**config.mk**
```make
export PLATFORM = sky130hd
export DESIGN_NAME = clock_monitor
export DESIGN_NICKNAME = d
export VERILOG_FILES = /design/src/rtl/clock_monitor.sv
export SDC_FILE = /design/constraint.sdc
export NUM_CORES = 1
export LEC_CHECK = 0
export ABC_AREA = 1
export BUFFER_PORTS_ARGS = -buffer_cell sky130_fd_sc_hd__buf_2
export CAP_MARGIN = 20
export CORE_MARGIN = 2
export CORE_UTILIZATION = 45
export DETAILED_ROUTE_END_ITERATION = 10
export SYNTH_ARGS = -nofsm -noshare
export SYNTH_HDL_FRONTEND = slang
export SYNTH_SLANG_ARGS = --single-unit
```
**constraint.sdc**
```tcl
create_clock -name clk -period 2.6 [get_ports clk]
set_input_delay 0.65 -clock clk [delete_from_list [all_inputs] [get_ports clk]]
set_output_delay 0.65 -clock clk [all_outputs]
set_load 0.02 [all_outputs]
```
**src/rtl/clock_monitor.sv**
```systemverilog
// Clock monitor: measures the period of a slow asynchronous clock in clk cycles,
// declares lock after a run of consistent periods and flags loss after a timeout.
module clock_monitor #(
  parameter int unsigned CNT_W   = 32,
  parameter int unsigned TIMEOUT = 20000000,
  parameter int unsigned LOCK_N  = 4,
  parameter int unsigned TOL     = 2
) (
  input  logic             clk,
  input  logic             rst,
  input  logic             sig_in,
  input  logic             clear,
  output logic             rise_pulse,
  output logic [CNT_W-1:0] period,
  output logic             period_valid,
  output logic             locked,
  output logic             lost
);

  localparam logic [CNT_W-1:0] TimeoutW = CNT_W'(TIMEOUT);
  localparam logic [CNT_W-1:0] TolW     = CNT_W'(TOL);
  localparam logic [CNT_W-1:0] OneW     = CNT_W'(1);
  localparam logic [7:0]       LockW    = 8'(LOCK_N);

  typedef enum logic [1:0] {StIdle, StArmed, StLocked, StLost} state_e;

  state_e           state;
  logic             s1, s2, s3;
  logic [CNT_W-1:0] cnt;
  logic [7:0]       match_cnt;
  logic             prev_valid;

  logic [CNT_W-1:0] diff;
  logic             in_tol;
  logic [7:0]       match_inc;
  logic             at_timeout;

  // Two-flop synchronizer plus history flop; clear deliberately leaves these alone.
  always_ff @(posedge clk or posedge rst) begin
    if (rst) begin
      s1 <= 1'b0;
      s2 <= 1'b0;
      s3 <= 1'b0;
    end else begin
      s1 <= sig_in;
      s2 <= s1;
      s3 <= s2;
    end
  end

  assign rise_pulse = s2 & ~s3;

  // Period comparison: subtract smaller from larger so the difference never wraps.
  always_comb begin
    diff       = (cnt >= period) ? (cnt - period) : (period - cnt);
    in_tol     = (diff <= TolW);
    match_inc  = (match_cnt == 8'hFF) ? match_cnt : (match_cnt + 8'd1);
    at_timeout = (cnt == TimeoutW);
  end

  // Measurement FSM with registered outputs; clear overrides every other event.
  always_ff @(posedge clk or posedge rst) begin
    if (rst) begin
      state        <= StIdle;
      cnt          <= '0;
      match_cnt    <= '0;
      prev_valid   <= 1'b0;
      period       <= '0;
      period_valid <= 1'b0;
      locked       <= 1'b0;
      lost         <= 1'b0;
    end else if (clear) begin
      state        <= StIdle;
      cnt          <= '0;
      match_cnt    <= '0;
      prev_valid   <= 1'b0;
      period       <= '0;
      period_valid <= 1'b0;
      locked       <= 1'b0;
      lost         <= 1'b0;
    end else begin
      period_valid <= 1'b0;
      unique case (state)
        StIdle: begin
          cnt <= '0;
          if (rise_pulse) begin
            state      <= StArmed;
            cnt        <= OneW;
            match_cnt  <= '0;
            prev_valid <= 1'b0;
          end
        end
        StArmed, StLocked: begin
          // A rising edge wins over a coincident timeout.
          if (rise_pulse) begin
            period       <= cnt;
            period_valid <= 1'b1;
            cnt          <= OneW;
            prev_valid   <= 1'b1;
            if (prev_valid && in_tol) begin
              match_cnt <= match_inc;
              if ((state == StArmed) && (match_inc >= LockW)) begin
                state  <= StLocked;
                locked <= 1'b1;
              end
            end else if (prev_valid) begin
              match_cnt <= '0;
              if (state == StLocked) begin
                state  <= StArmed;
                locked <= 1'b0;
              end
            end
          end else if (at_timeout) begin
            state      <= StLost;
            lost       <= 1'b1;
            locked     <= 1'b0;
            cnt        <= '0;
            match_cnt  <= '0;
            prev_valid <= 1'b0;
          end else begin
            cnt <= cnt + OneW;
          end
        end
        StLost: begin
          lost <= 1'b1;
          if (rise_pulse) begin
            state      <= StArmed;
            lost       <= 1'b0;
            cnt        <= OneW;
            match_cnt  <= '0;
            prev_valid <= 1'b0;
          end
        end
        default: state <= StIdle;
      endcase
    end
  end

endmodule

```
Word-level counts from Yosys, hierarchy flattened:

Index checks and enable logic that the tools add are counted.
Widths: inputs -> output; s select.

* flip-flop bits (word level): 81
* word-level logic and storage cells: 98

* add/sub/neg operators: 4
* order comparisons: 3
* equal/unequal tests: 16
* mux-type cells: 47
* bitwise logic cells: 2
* reduce and logical (&&, ||, !) cells: 15

Operators with widths (count)
* $mux 32: 8
* $pmux 32 s3: 1
* $sub 32x32->32: 2
* $mux 8: 7
* $add 32x1->32 const B: 1
* $eq 32x25->1 const B: 1
* $ge 32x32->1: 1
* $le 32x2->1 const B: 1
* $mux 1: 19
* $mux 2: 8
* $pmux 8 s2: 1
* $ne 5x5->1 const B: 3
* $reduce_and 5->1: 2
* $ne 3x3->1 const B: 3
* $add 8x1->8 const B: 1
* $eq 8x8->1 const B: 1
* $ge 8x3->1 const B: 1
* $ne 4x2->1 const B: 2
* $reduce_and 3->1: 2
* $reduce_bool 3->1: 2
* $eq 2x2->1 const B: 2
* $ne 4x3->1 const B: 1
* $ne 4x4->1 const B: 1
* $pmux 1 s2: 2
* other kinds (10): 14

Longest topological paths before layout:

Gate-level depths: netlist of run 1.

* depth after elaboration: 9
* mapped depth: 29

Worst setup path after synthesis of run 1:

OpenSTA, ideal clock, no wires.

* kind: register -> register
* start: reg period[0]
* end: reg state[0]
* setup time: 0.117 ns
* data arrival time: 2.762 ns
* required time: 2.483 ns
* slack: -0.279 ns
* cell stages (with the launch flop): 24
* path buffers: 1
* cell sequence: dfrtp_1 ha_1 fa_1 inv_1 nand2_2 nand2_2 nand2_1 nand2_2 nand2_2 nand3_2 nand2_4 nand2_8 buf_6 nand2_1 nand2_1 nand3_1 nor2_1 nand3_2 a21oi_1 nand2_1 nand2_2 nand2_2 nand2_1 nand2_1

* cells in the longest elaborated chain, start to end: 8

Ends and longest elaborated chain
* start: declaration: line 14 `output logic [CNT_W-1:0] period,`
* start signal: assignment: line 96 `period <= cnt;`
* $sub 32x32->32 or $ge 32x32->1 (tied branches): line 55 `diff = (cnt >= period) ? (cnt - period) : (period - cnt);`
* $mux 32 *: line 55
* $le 32x2->1 *: line 56 `in_tol = (diff <= TolW);`
* $logic_and 1x1->1 *: line 100 `if (prev_valid && in_tol) begin`
* $mux 2: line 100
* $mux 2: line 95 `if (rise_pulse) begin`
* $pmux 2 s2: line 83 `unique case (state)`
* $mux 2: line 72 `end else if (clear) begin`
* end signal: assignment: line 73 `state <= StIdle;`
* end signal: assignment: line 87 `state <= StArmed;`
* end signal: assignment: line 103 `state <= StLocked;`
* end: declaration: line 27 `state_e state;`

Mark *: on every way between the ends. The rest lies on a longest branch, timed or not.
A chain may end at the register's enable or synchronous reset.

Final worst setup path of run 1:

* start: reg period[6]
* end: reg locked

* cells in the longest elaborated chain, start to end: 8

Ends and longest elaborated chain
* $sub 32x32->32 or $ge 32x32->1 (tied branches): line 55
* $mux 32 *: line 55
* $le 32x2->1 *: line 56
* $logic_and 1x1->1 *: line 100
* $mux 1: line 100
* $mux 1: line 95
* $mux 1: line 83
* $mux 1: line 72
* end signal: assignment: line 70 `locked <= 1'b0;`
* end signal: assignment: line 79 `locked <= 1'b0;`
* end signal: assignment: line 104 `locked <= 1'b1;`
* end: declaration: line 16 `output logic locked,`

Mark *: on every way between the ends. The rest lies on a longest branch, timed or not. The select of a mux whose other input is x is not followed.

==> results.py, run 1 <==
metrics = {
    "layout": {
        "nFillCells": 1839,
        "layout.nets": 1981,
        "n_antenna_cell": 0,
        "syn2layout_area_growth_pct": 48.0,
        "post-route-util_pct": 68.1,
        "design_area_um2": 13300,
        "layout-drive-gt1-share_pct": 34.7,
    },
    "power_and_ir_drop": {
        "p_leak_nw": 7.46,
        "power_density_nw_per_um2": 417,
        "peakVddDrop_uv": 661,
    },
    "global_routing": {
        "grt.total_usage_pct": 32.3,
        "grt_pass1_wl_um": 54800,
        "grt_start_max_net_pins": 82,
        "grt_pass1_vias": 10700,
        "antenna_found_initial": 0,
        "gr-total-overflow": 0,
    },
    "floorplan": {
        "rows": 51,
        "dieArea_um2": 21100,
        "die_h_um": 145,
        "pin_count": 40,
        "core_area_um2": 19500,
        "initial_core_util_pct": 46.0,
        "die_x_um": 145,
    },
    "synthesis": {
        "synth_area_um2": 8990,
        "synth_cells": 1517,
        "yosys_warnings": 0,
        "seq_area_frac_synth_pct": 22.6,
        "synth_area_leaders": "nand2_1 (23%), dfrtp_1 (23%), inv_1 (11%)",
        "synth_async_sr_flop_share_pct": 100,
        "syn_area_per_cell_um2": 5.92,
        "synth_edf_count": 0,
        "yosys_most_used_dff": "dfrtp_1",
        "yosys-top-cells-count": "nand2_1 (558), inv_1 (272), nor2_1 (123), nand3_1 (96), dfrtp_1 (81)",
        "synth_cell_types": 48,
        "ys_ff_latch": 81,
        "synth_top_area_share_pct": 23.3,
        "synth_most_common_cell": "nand2_1",
        "syn-num-nets": 1593,
        "synth_top_cell_by_area": "nand2_1",
    },
    "route": {
        "vias": 11100,
        "post-route-drc-count": 0,
        "drt_wl_total_um": 34700,
        "viasPerCell": 5.10,
        "wl_per_cell_um": 16.0,
        "drt_iter0_drc": 772,
        "postRouteAntennaNets": 0,
        "dr.pass1.iters": 5,
    },
    "setup_path": {
        "cpPeakStageDelay_ps": 410,
        "crit_path_end_kind": "register",
        "r2r_start": "period[6]$_DFFE_PP0P_",
        "crit_family": "simple AND/OR/NAND/NOR gates",
        "endpoint": "locked$_DFFE_PP0P_",
        "cp_slowest_cell": "dfrtp_2",
        "crit_start": "period[6]$_DFFE_PP0P_",
        "cp.required_ps": 2880,
        "ff2ff_path_depth": 24,
        "rr_endpoint": "locked$_DFFE_PP0P_",
        "crit_arrival_ps": 3470,
        "reg2reg_slack_ps": -590,
        "cp_max_fo": 5,
        "crit_chain": "inv_2, ha_4, buf_4, nand2_4, inv_2, nand2_1, nand2_2, inv_2, nand2_2, nand2_2, nand3_4, a21oi_4, buf_4, nand2_1, buf_4, a21oi_1, nand3b_1, nor2_1, nand3_1, nand2_2, nand3_1, nor2_1, nand3_1, nand2_1",
        "cp_num_cells": 24,
        "crit_type": "reg -> reg",
        "startpoint_type": "register",
        "crit_buf_inv": 6,
        "path_common_cell": "nand2_2",
    },
    "timing": {
        "tightest_slew_ps": 1030,
        "slew_viol_final": 0,
        "final-setup-viol-count": 17,
        "slew_headroom_pct": 31.4,
        "finalCriticalPeriod_ps": 3190,
        "finClkSkew_ps": 6.46,
        "fmax_mhz": 313,
        "finalSetupTns_ps": -7070,
        "hold_violations": 0,
        "post-route-period-util_pct": 123,
        "setup_slack_ps": -590,
        "rsz0062_at_grt": "true",
    },
    "clocking": {
        "cts_sinks": 81,
        "cts_hold_buf": 0,
        "htreeDepth": 3,
        "clockBufferDepth": 2,
        "clk_latency_ps": 340,
        "clk_pin_slew_ps": 70,
        "cts-buffers-inserted": 9,
        "cts_root_buf": "clkbuf_16",
        "cts_tree": "done",
    },
    "outcome": {
        "outcome": "finished, violations left",
        "failed_checks": "negative setup slack",
    },
    "placement": {
        "io_buffers": 39,
        "dpl-instance-area_um2": 12000,
        "dp_hpwl_um": 27900,
        "gp_congestion": 0.965,
    },
    "run": {
        "drv_cap": 0,
    },
    "hold_path": {
        "worst_hold_path_type": "reg -> reg",
        "min_path_cells": 0,
    },
}
==> flip-flops by register name, summed over array words and instances, names as in the netlist <==
signal,flops
cnt,32
locked,1
lost,1
match_cnt,8
period,32
period_valid,1
prev_valid,1
s1,1
s2,1
s3,1
state,2
==> per-stage QoR <==
step           setup WS (ps)  std cells  hold slack [ps]  total power [W]
6_report                -590       2175              365          0.00554
3_5_place_dp            -687       2111              342          0.00387
5_1_grt                 -794       2175              372          0.00591
3_3_place_gp            -671       2111              345          0.00385
4_1_cts                 -566       2160              367          0.00539
2_1_floorplan           -173       1517              331          0.00289
==> kinds of logic (layout without fill, tap and decap cells) <==
logic type                 Yosys count  in the layout  share of synthesized area (%)
and+or+nand+nor                    874            875                           41.2
adders and majority gates           72             72                           10.2
buffers and inverters              301            692                           13.0
xor gates and xnor gates            20             20                           1.95
muxes                                1              1                          0.111
DFF                                 81             81                           22.6
AOI/OAI and AO/OA                  168            169                           11.0
==> report_power, final <==
group	internal [W]	switching, W
clock	0.000669	0.000591
combinational	0.00115	0.00179
sequential	0.00130	0.0000425
==> routing by layer <==
metal  vias to the layer above  wire length [um]  track usage (%)
met5                         -                 0                0
met4                         0               739             8.68
met3                        65              2080             3.14
met2                       358             15800             52.5
met1                      5127             16100             46.2
li1                       5535                 -                -
==> layout by cell type (no fill, tap or decap), types with 15 or more instances in the layout <==
cell type and n:
nand2_1 517, nand4_1 31, ha_1 46, o21ai_0 20, nand2_2 51, o22ai_1 33
dfrtp_2 30, xor2_1 20, buf_4 335, dfrtp_1 51, inv_2 28, buf_2 39
nand3_2 17, nor2_1 92, inv_1 251, nor2_2 27, ha_4 18, a21oi_1 63
nand3_1 78, a21oi_2 15
==> cell type report <==
| cell class | count | area, um2 | area share, % |
|---|---|---|---|
| inverter | 283 | 1070 | 8.05 |
| timing repair buffer | 393 | 2970 | 22.3 |
| tap | 265 | 332 | 2.49 |
| clock buffer | 9 | 225 | 1.69 |
| multi-input combinational | 1137 | 6580 | 49.5 |
| sequential | 81 | 2060 | 15.5 |
| clock inverter | 7 | 60.1 | 0.452 |
==> what timing repair did <==
action	in CTS	in global routing
setup buffers	30	20
cloned	3	0
endpoints found under the setup margin	39	39
pin swaps	28	43
resized for setup	60	119
==> worst min-delay path by stage <==
stage,startpoint,to,slack (ps)
2_1_floorplan,s1$_DFF_PP0_,s2$_DFF_PP0_,330
3_3_place_gp,s1$_DFF_PP0_,s2$_DFF_PP0_,350
3_5_place_dp,s1$_DFF_PP0_,s2$_DFF_PP0_,340
4_1_cts,s1$_DFF_PP0_,s2$_DFF_PP0_,370
5_1_grt,s1$_DFF_PP0_,s2$_DFF_PP0_,370
6_report,s1$_DFF_PP0_,s2$_DFF_PP0_,370
==> worst register-to-register path: stages (launching register included) <==
cell,delay (ps)
dfrtp_2,410
inv_2,80
ha_4,230
buf_4,150
nand2_4,70
inv_2,40
nand2_1,70
nand2_2,60
inv_2,60
nand2_2,60
nand2_2,90
nand3_4,140
a21oi_4,260
buf_4,170
nand2_1,80
buf_4,140
a21oi_1,170
nand3b_1,140
nor2_1,130
nand3_1,100
nand2_2,130
nand3_1,90
nor2_1,110
nand3_1,70
nand2_1,70
Note: power is estimated with default switching activity, not from simulation.
==> run 2, diff against run 1 <==
--- a/config.mk
+++ b/config.mk
@@ -8,9 +8,12 @@
 export ABC_AREA = 1
 export BUFFER_PORTS_ARGS = -buffer_cell sky130_fd_sc_hd__buf_2
 export CAP_MARGIN = 20
+export CELL_PAD_IN_SITES_DETAIL_PLACEMENT = 1
+export CELL_PAD_IN_SITES_GLOBAL_PLACEMENT = 2
 export CORE_MARGIN = 2
-export CORE_UTILIZATION = 45
+export CORE_UTILIZATION = 31
 export DETAILED_ROUTE_END_ITERATION = 10
+export PLACE_DENSITY_LB_ADDON = 0.12
 export SYNTH_ARGS = -nofsm -noshare
 export SYNTH_HDL_FRONTEND = slang
 export SYNTH_SLANG_ARGS = --single-unit
==> run 2 against run 1 <==
- the flow still finishes with violations (negative setup slack)
- combinational power up 4%
- final cell count up 7.2%
- sequential cell count unchanged
- clock power about the same
- largest power group unchanged
==> results.py, run 2 (same netlist as run 1, synthesis figures left out) <==
metrics = {
    "outcome": {
        "outcome": "finished, violations left",
        "failed_checks": "negative setup slack",
    },
    "route": {
        "wl_per_cell_um": 17.2,
        "dr.pass1.iters": 5,
        "post-route-drc-count": 0,
        "postRouteAntennaNets": 0,
        "vias": 11100,
        "drt_wl_total_um": 40000,
        "viasPerCell": 4.77,
        "drt_iter0_drc": 561,
    },
    "layout": {
        "post-route-util_pct": 47.7,
        "fin_cells": 2331,
        "n_antenna_cell": 0,
        "multiInputGateArea_um2": 6530,
        "layout_common_cells": "nand2_1 (521), buf_4 (378), inv_1 (257)",
        "design_area_um2": 13700,
        "final_common_cell": "nand2_1",
        "syn2layout_area_growth_pct": 52.0,
        "top_regs": "cnt (32), period (32), match_cnt (8)",
        "nFillCells": 3827,
        "layout.nets": 2018,
        "layout-drive-gt1-share_pct": 34.8,
        "regArea_um2": 2070,
    },
    "global_routing": {
        "grt_start_max_net_pins": 82,
        "antenna_found_initial": 0,
        "gr-total-overflow": 0,
        "grt.total_usage_pct": 26.5,
        "grt_pass1_vias": 11700,
        "grt_pass1_wl_um": 62600,
    },
    "power_and_ir_drop": {
        "finalPower_w": 0.00567,
        "peakVddDrop_uv": 380,
        "p_leak_nw": 7.67,
        "power_density_nw_per_um2": 415,
    },
    "clocking": {
        "cts_root_buf": "clkbuf_16",
        "clockBufferDepth": 2,
        "cts_sinks": 81,
        "clk_pin_slew_ps": 80,
        "cts_tree": "done",
        "cts-buffers-inserted": 9,
        "cts_hold_buf": 0,
        "htreeDepth": 3,
        "clk_latency_ps": 370,
    },
    "timing": {
        "post-route-period-util_pct": 130,
        "fmax_mhz": 297,
        "slew_viol_final": 0,
        "final-setup-viol-count": 14,
        "setup_slack_ps": -771,
        "rsz0062_at_grt": "true",
        "slew_headroom_pct": 66.0,
        "hold_violations": 0,
        "finalCriticalPeriod_ps": 3370,
        "tightest_slew_ps": 510,
        "finClkSkew_ps": 19.7,
    },
    "setup_path": {
        "crit_arrival_ps": 3670,
        "cpPeakStageDelay_ps": 420,
        "crit_path_end_kind": "register",
        "cp_slowest_cell": "dfrtp_2",
        "path_common_cell": "nand2_2",
        "crit_type": "reg -> reg",
        "cp.required_ps": 2900,
        "cp_max_fo": 7,
        "startpoint_type": "register",
    },
    "floorplan": {
        "dieArea_um2": 30400,
        "die_h_um": 174,
        "pin_count": 40,
        "core_area_um2": 28600,
        "rows": 62,
        "initial_core_util_pct": 31.4,
        "die_x_um": 174,
    },
    "placement": {
        "dpl-instance-area_um2": 12600,
        "io_buffers": 39,
        "dp_cells": 2278,
        "dp_hpwl_um": 33400,
        "gp_congestion": 0.891,
    },
    "hold_path": {
        "worst_hold_path_type": "reg -> reg",
    },
    "run": {
        "drv_cap": 0,
    },
}
[run 2: area by class of cell]
| cell class | instances | share of cell area [%] |
|---|---|---|
| sequential | 81 | 15.1 |
| timing repair buffer | 430 | 23.7 |
| multi-input combinational | 1137 | 47.8 |
| clock buffer | 9 | 1.65 |
| inverter | 283 | 7.81 |
| tap | 384 | 3.52 |
| clock inverter | 7 | 0.449 |
[run 2: per-layer routing]
metal  share of wire, %  GRT usage (%)
met1                 49           36.6
met3                2.7           2.38
met5                  0              0
met4                2.4           8.09
met2                 46           43.8
[run 2: per-stage QoR]
| stage | setup slack, ps | hold WS [ps] | TNS [ps] |
|---|---|---|---|
| finish | -771 | 350 | -8010 |
| global route | -946 | 373 | -10550 |
| CTS | -636 | 354 | -7530 |
| detailed placement | -871 | 338 | -12520 |
| global placement | -851 | 334 | -11780 |
| floorplan | -173 | 331 | -1500 |
[run 2: worst paths after layout]
path | from | to | slack, ps | depth (start not counted)
min | s1$_DFF_PP0_ | s2$_DFF_PP0_ | 350 | 0
min in group asynchronous | rst | match_cnt[7]$_DFFE_PP0P_ | 410 | 3
min reg2reg | s1$_DFF_PP0_ | s2$_DFF_PP0_ | 350 | 0
max | cnt[0]$_DFFE_PP0P_ | locked$_DFFE_PP0P_ | -770 | 25
max in group asynchronous | rst | period[23]$_DFFE_PP0P_ | 1790 | 3
max reg2reg | cnt[0]$_DFFE_PP0P_ | locked$_DFFE_PP0P_ | -770 | 25
[run 2: worst max-delay path, delay by kind of cell, from the launching register on]
kind                       cells  cell delay [ps]
buffers and inverters          5              590
DFF                            1              420
and+or+nand+nor               17             1570
AOI/OAI and AO/OA              1              140
adders and majority gates      2              570
[run 2: what timing repair did]
item	4_1_cts	5_1_grt
setup endpoints to repair	37	29
pin swaps	29	40
resized for setup	69	76
gates cloned	3	0
buffers inserted	18	19
[run 2: power by group]
group / switching [W] / internal (W)
clock network: 0.000603 / 0.000666
logic: 0.00188 / 0.00117
registers: 0.0000419 / 0.00130
total: 0.00253 / 0.00314
==> run 3, diff against run 2 <==
==> constraint.sdc (replaced) <==
create_clock -name clk -period 2.6 [get_ports clk]
set_input_delay 0.39 -clock clk [delete_from_list [all_inputs] [get_ports clk]]
set_output_delay 0.39 -clock clk [all_outputs]
set_load 0.02 [all_outputs]
==> run 3 against run 2 <==
- clock skew shrank 12 ps
- final area decreased by 0.40%
- sequential power about the same
- the flow still finishes with violations (negative setup slack)
- total power increased by 2.5%
- non-clock buffer count is 9 lower
- critical path type unchanged
- final cell count shrank 0.39%
- maximum frequency rose by 0.93%
- first-iteration DRC count increased by 4.6%
- worst hold slack worse by 300 ps
- via count decreased by 0.19%
- combinational power rose by 2%
- count of clock-buffer cells in the layout is 1 higher
==> results.py, run 3 (same netlist as run 1, synthesis figures left out) <==
metrics = {
    "placement": {
        "dp_hpwl_um": 33600,
        "gp_congestion": 0.900,
        "dpl-instance-area_um2": 12500,
        "place_ws_ps": -820,
        "io_buffers": 39,
    },
    "setup_path": {
        "cp_max_fo": 6,
        "r2r_start": "cnt[0]$_DFFE_PP0P_",
        "crit_start": "cnt[0]$_DFFE_PP0P_",
        "crit_chain": "inv_2, ha_4, fa_2, inv_2, nand2_2, nand2_2, nand2_2, nand2_2, nand2_2, nand3_4, a21oi_4, buf_8, nand2_1, nand2_2, nor2_2, nand2_2, nor2_2, nand3_4, a21oi_2, nand2_2, nand2_2, nand2_2, nand2_1, nand2_1",
        "crit_type": "reg -> reg",
        "startpoint_type": "register",
        "cp_slowest_cell": "dfrtp_2",
        "endpoint": "state[1]$_DFFE_PP0P_",
        "crit_arrival_ps": 3590,
        "cpPeakStageDelay_ps": 420,
        "crit_buf_inv": 3,
        "crit_path_end_kind": "register",
        "reg2reg_slack_ps": -740,
        "path_common_cell": "nand2_2",
        "cp.required_ps": 2850,
        "cp_num_cells": 24,
        "ff2ff_path_depth": 24,
        "rr_endpoint": "state[1]$_DFFE_PP0P_",
        "crit_family": "simple AND/OR/NAND/NOR gates",
    },
    "hold_path": {
        "worst_hold_path_type": "in -> async",
    },
    "timing": {
        "slew_headroom_pct": 64.4,
        "hold_violations": 0,
        "tightest_slew_ps": 533,
        "finalCriticalPeriod_ps": 3340,
        "post-route-period-util_pct": 128,
        "rsz0062_at_grt": "true",
        "slew_viol_final": 0,
        "fmax_mhz": 299,
        "setup_slack_ps": -740,
        "finalSetupTns_ps": -8080,
        "final-setup-viol-count": 17,
        "finClkSkew_ps": 7.54,
    },
    "clocking": {
        "htreeDepth": 3,
        "cts_tree": "done",
        "clockBufferDepth": 2,
        "cts-buffers-inserted": 9,
        "cts_root_buf": "clkbuf_16",
        "cts_sinks": 81,
        "cts_hold_buf": 0,
        "clk_latency_ps": 360,
        "clk_pin_slew_ps": 70,
    },
    "floorplan": {
        "core_area_um2": 28600,
        "rows": 62,
        "pin_count": 40,
        "die_h_um": 174,
        "die_x_um": 174,
        "dieArea_um2": 30400,
        "initial_core_util_pct": 31.4,
    },
    "run": {
        "drv_cap": 0,
    },
    "power_and_ir_drop": {
        "clockPowerShare_pct": 23.2,
        "p_switching_w": 0.00253,
        "p_leak_nw": 7.62,
        "power_density_nw_per_um2": 427,
        "sw_frac_of_total_pct": 43.6,
        "p_int_w": 0.00328,
        "peakVddDrop_uv": 402,
        "seqPwrFrac_pct": 23.1,
        "comb_power_share_pct": 53.7,
    },
    "route": {
        "wl_per_cell_um": 17.3,
        "drt_wl_total_um": 40100,
        "drt_iter0_drc": 587,
        "post-route-drc-count": 0,
        "vias": 11100,
        "dr.pass1.iters": 5,
        "viasPerCell": 4.78,
        "postRouteAntennaNets": 0,
    },
    "global_routing": {
        "grt_pass1_wl_um": 62300,
        "antenna_found_initial": 0,
        "grt_pass1_vias": 11600,
        "gr-total-overflow": 0,
        "grt_start_max_net_pins": 57,
        "grt.total_usage_pct": 26.2,
    },
    "layout": {
        "post-route-util_pct": 47.5,
        "syn2layout_area_growth_pct": 51.4,
        "top_regs": "cnt (32), period (32), match_cnt (8)",
        "layout-drive-gt1-share_pct": 34.3,
        "layout_common_cells": "nand2_1 (528), buf_4 (366), inv_1 (252)",
        "layout.nets": 2009,
        "n_antenna_cell": 0,
        "final_common_cell": "nand2_1",
        "design_area_um2": 13600,
    },
    "outcome": {
        "outcome": "finished, violations left",
        "failed_checks": "negative setup slack",
    },
}
run 3: cell types whose count changed in the layout (fill, tap and decap cells not counted), moves of 4 or more:
cell	before	now
a21oi_2	18	13
buf_4	378	366
inv_1	257	252
inv_2	23	28
nand2_1	521	528
nand2_2	48	41
nor2_2	17	24
nor2_4	15	11
run 3: power by group through the flow:
| stage | Clock, W | Sequential (W) | Combinational, W |
|---|---|---|---|
| after CTS | 0.00138 | 0.00134 | 0.00287 |
| after detailed placement | 0 | 0.00136 | 0.00278 |
| after global routing | 0.00142 | 0.00135 | 0.00342 |
| final | 0.00135 | 0.00134 | 0.00312 |
| after floorplan | 0 | 0.00136 | 0.00153 |
| after global placement | 0 | 0.00136 | 0.00273 |
run 3: worst min path at each step:
stage	cells past startpoint	to	from
floorplan	0	s2$_DFF_PP0_	s1$_DFF_PP0_
global placement	0	s2$_DFF_PP0_	s1$_DFF_PP0_
detailed placement	0	s2$_DFF_PP0_	s1$_DFF_PP0_
CTS	2	cnt[25]$_DFFE_PP0P_	rst
global route	2	period[23]$_DFFE_PP0P_	rst
finish	2	period[23]$_DFFE_PP0P_	rst
run 3: layout make-up:
cell class	instances	area, um2
Tap cell	384	480
Multi-Input combinational cell	1137	6500
Fill cell	3872	15000
Clock buffer	10	239
Timing Repair Buffer	421	3180
Clock inverter	6	66.3
Sequential cell	81	2070
Inverter	283	1070
run 3: through the flow:
step	hold slack, ps	instances	power, W
floorplan	331	1517	0.00289
global placement	333	2273	0.00409
detailed placement	337	2273	0.00415
CTS	62.9	2295	0.00559
global route	84.8	2322	0.00618
finish	49.8	2322	0.00581
run 3: what timing repair did:
action	4_1_cts	5_1_grt
endpoints found under the setup margin	42	42
setup buffers	4	28
pin swaps	11	41
resized for setup	41	105
cloned	2	1
run 3: layer usage:
layer | GRT usage (%) | part of all wire [%]
met1 | 36.6 | 49
met2 | 44.1 | 47
met5 | 0 | 0
met4 | 6.27 | 1.8
met3 | 1.82 | 2.1
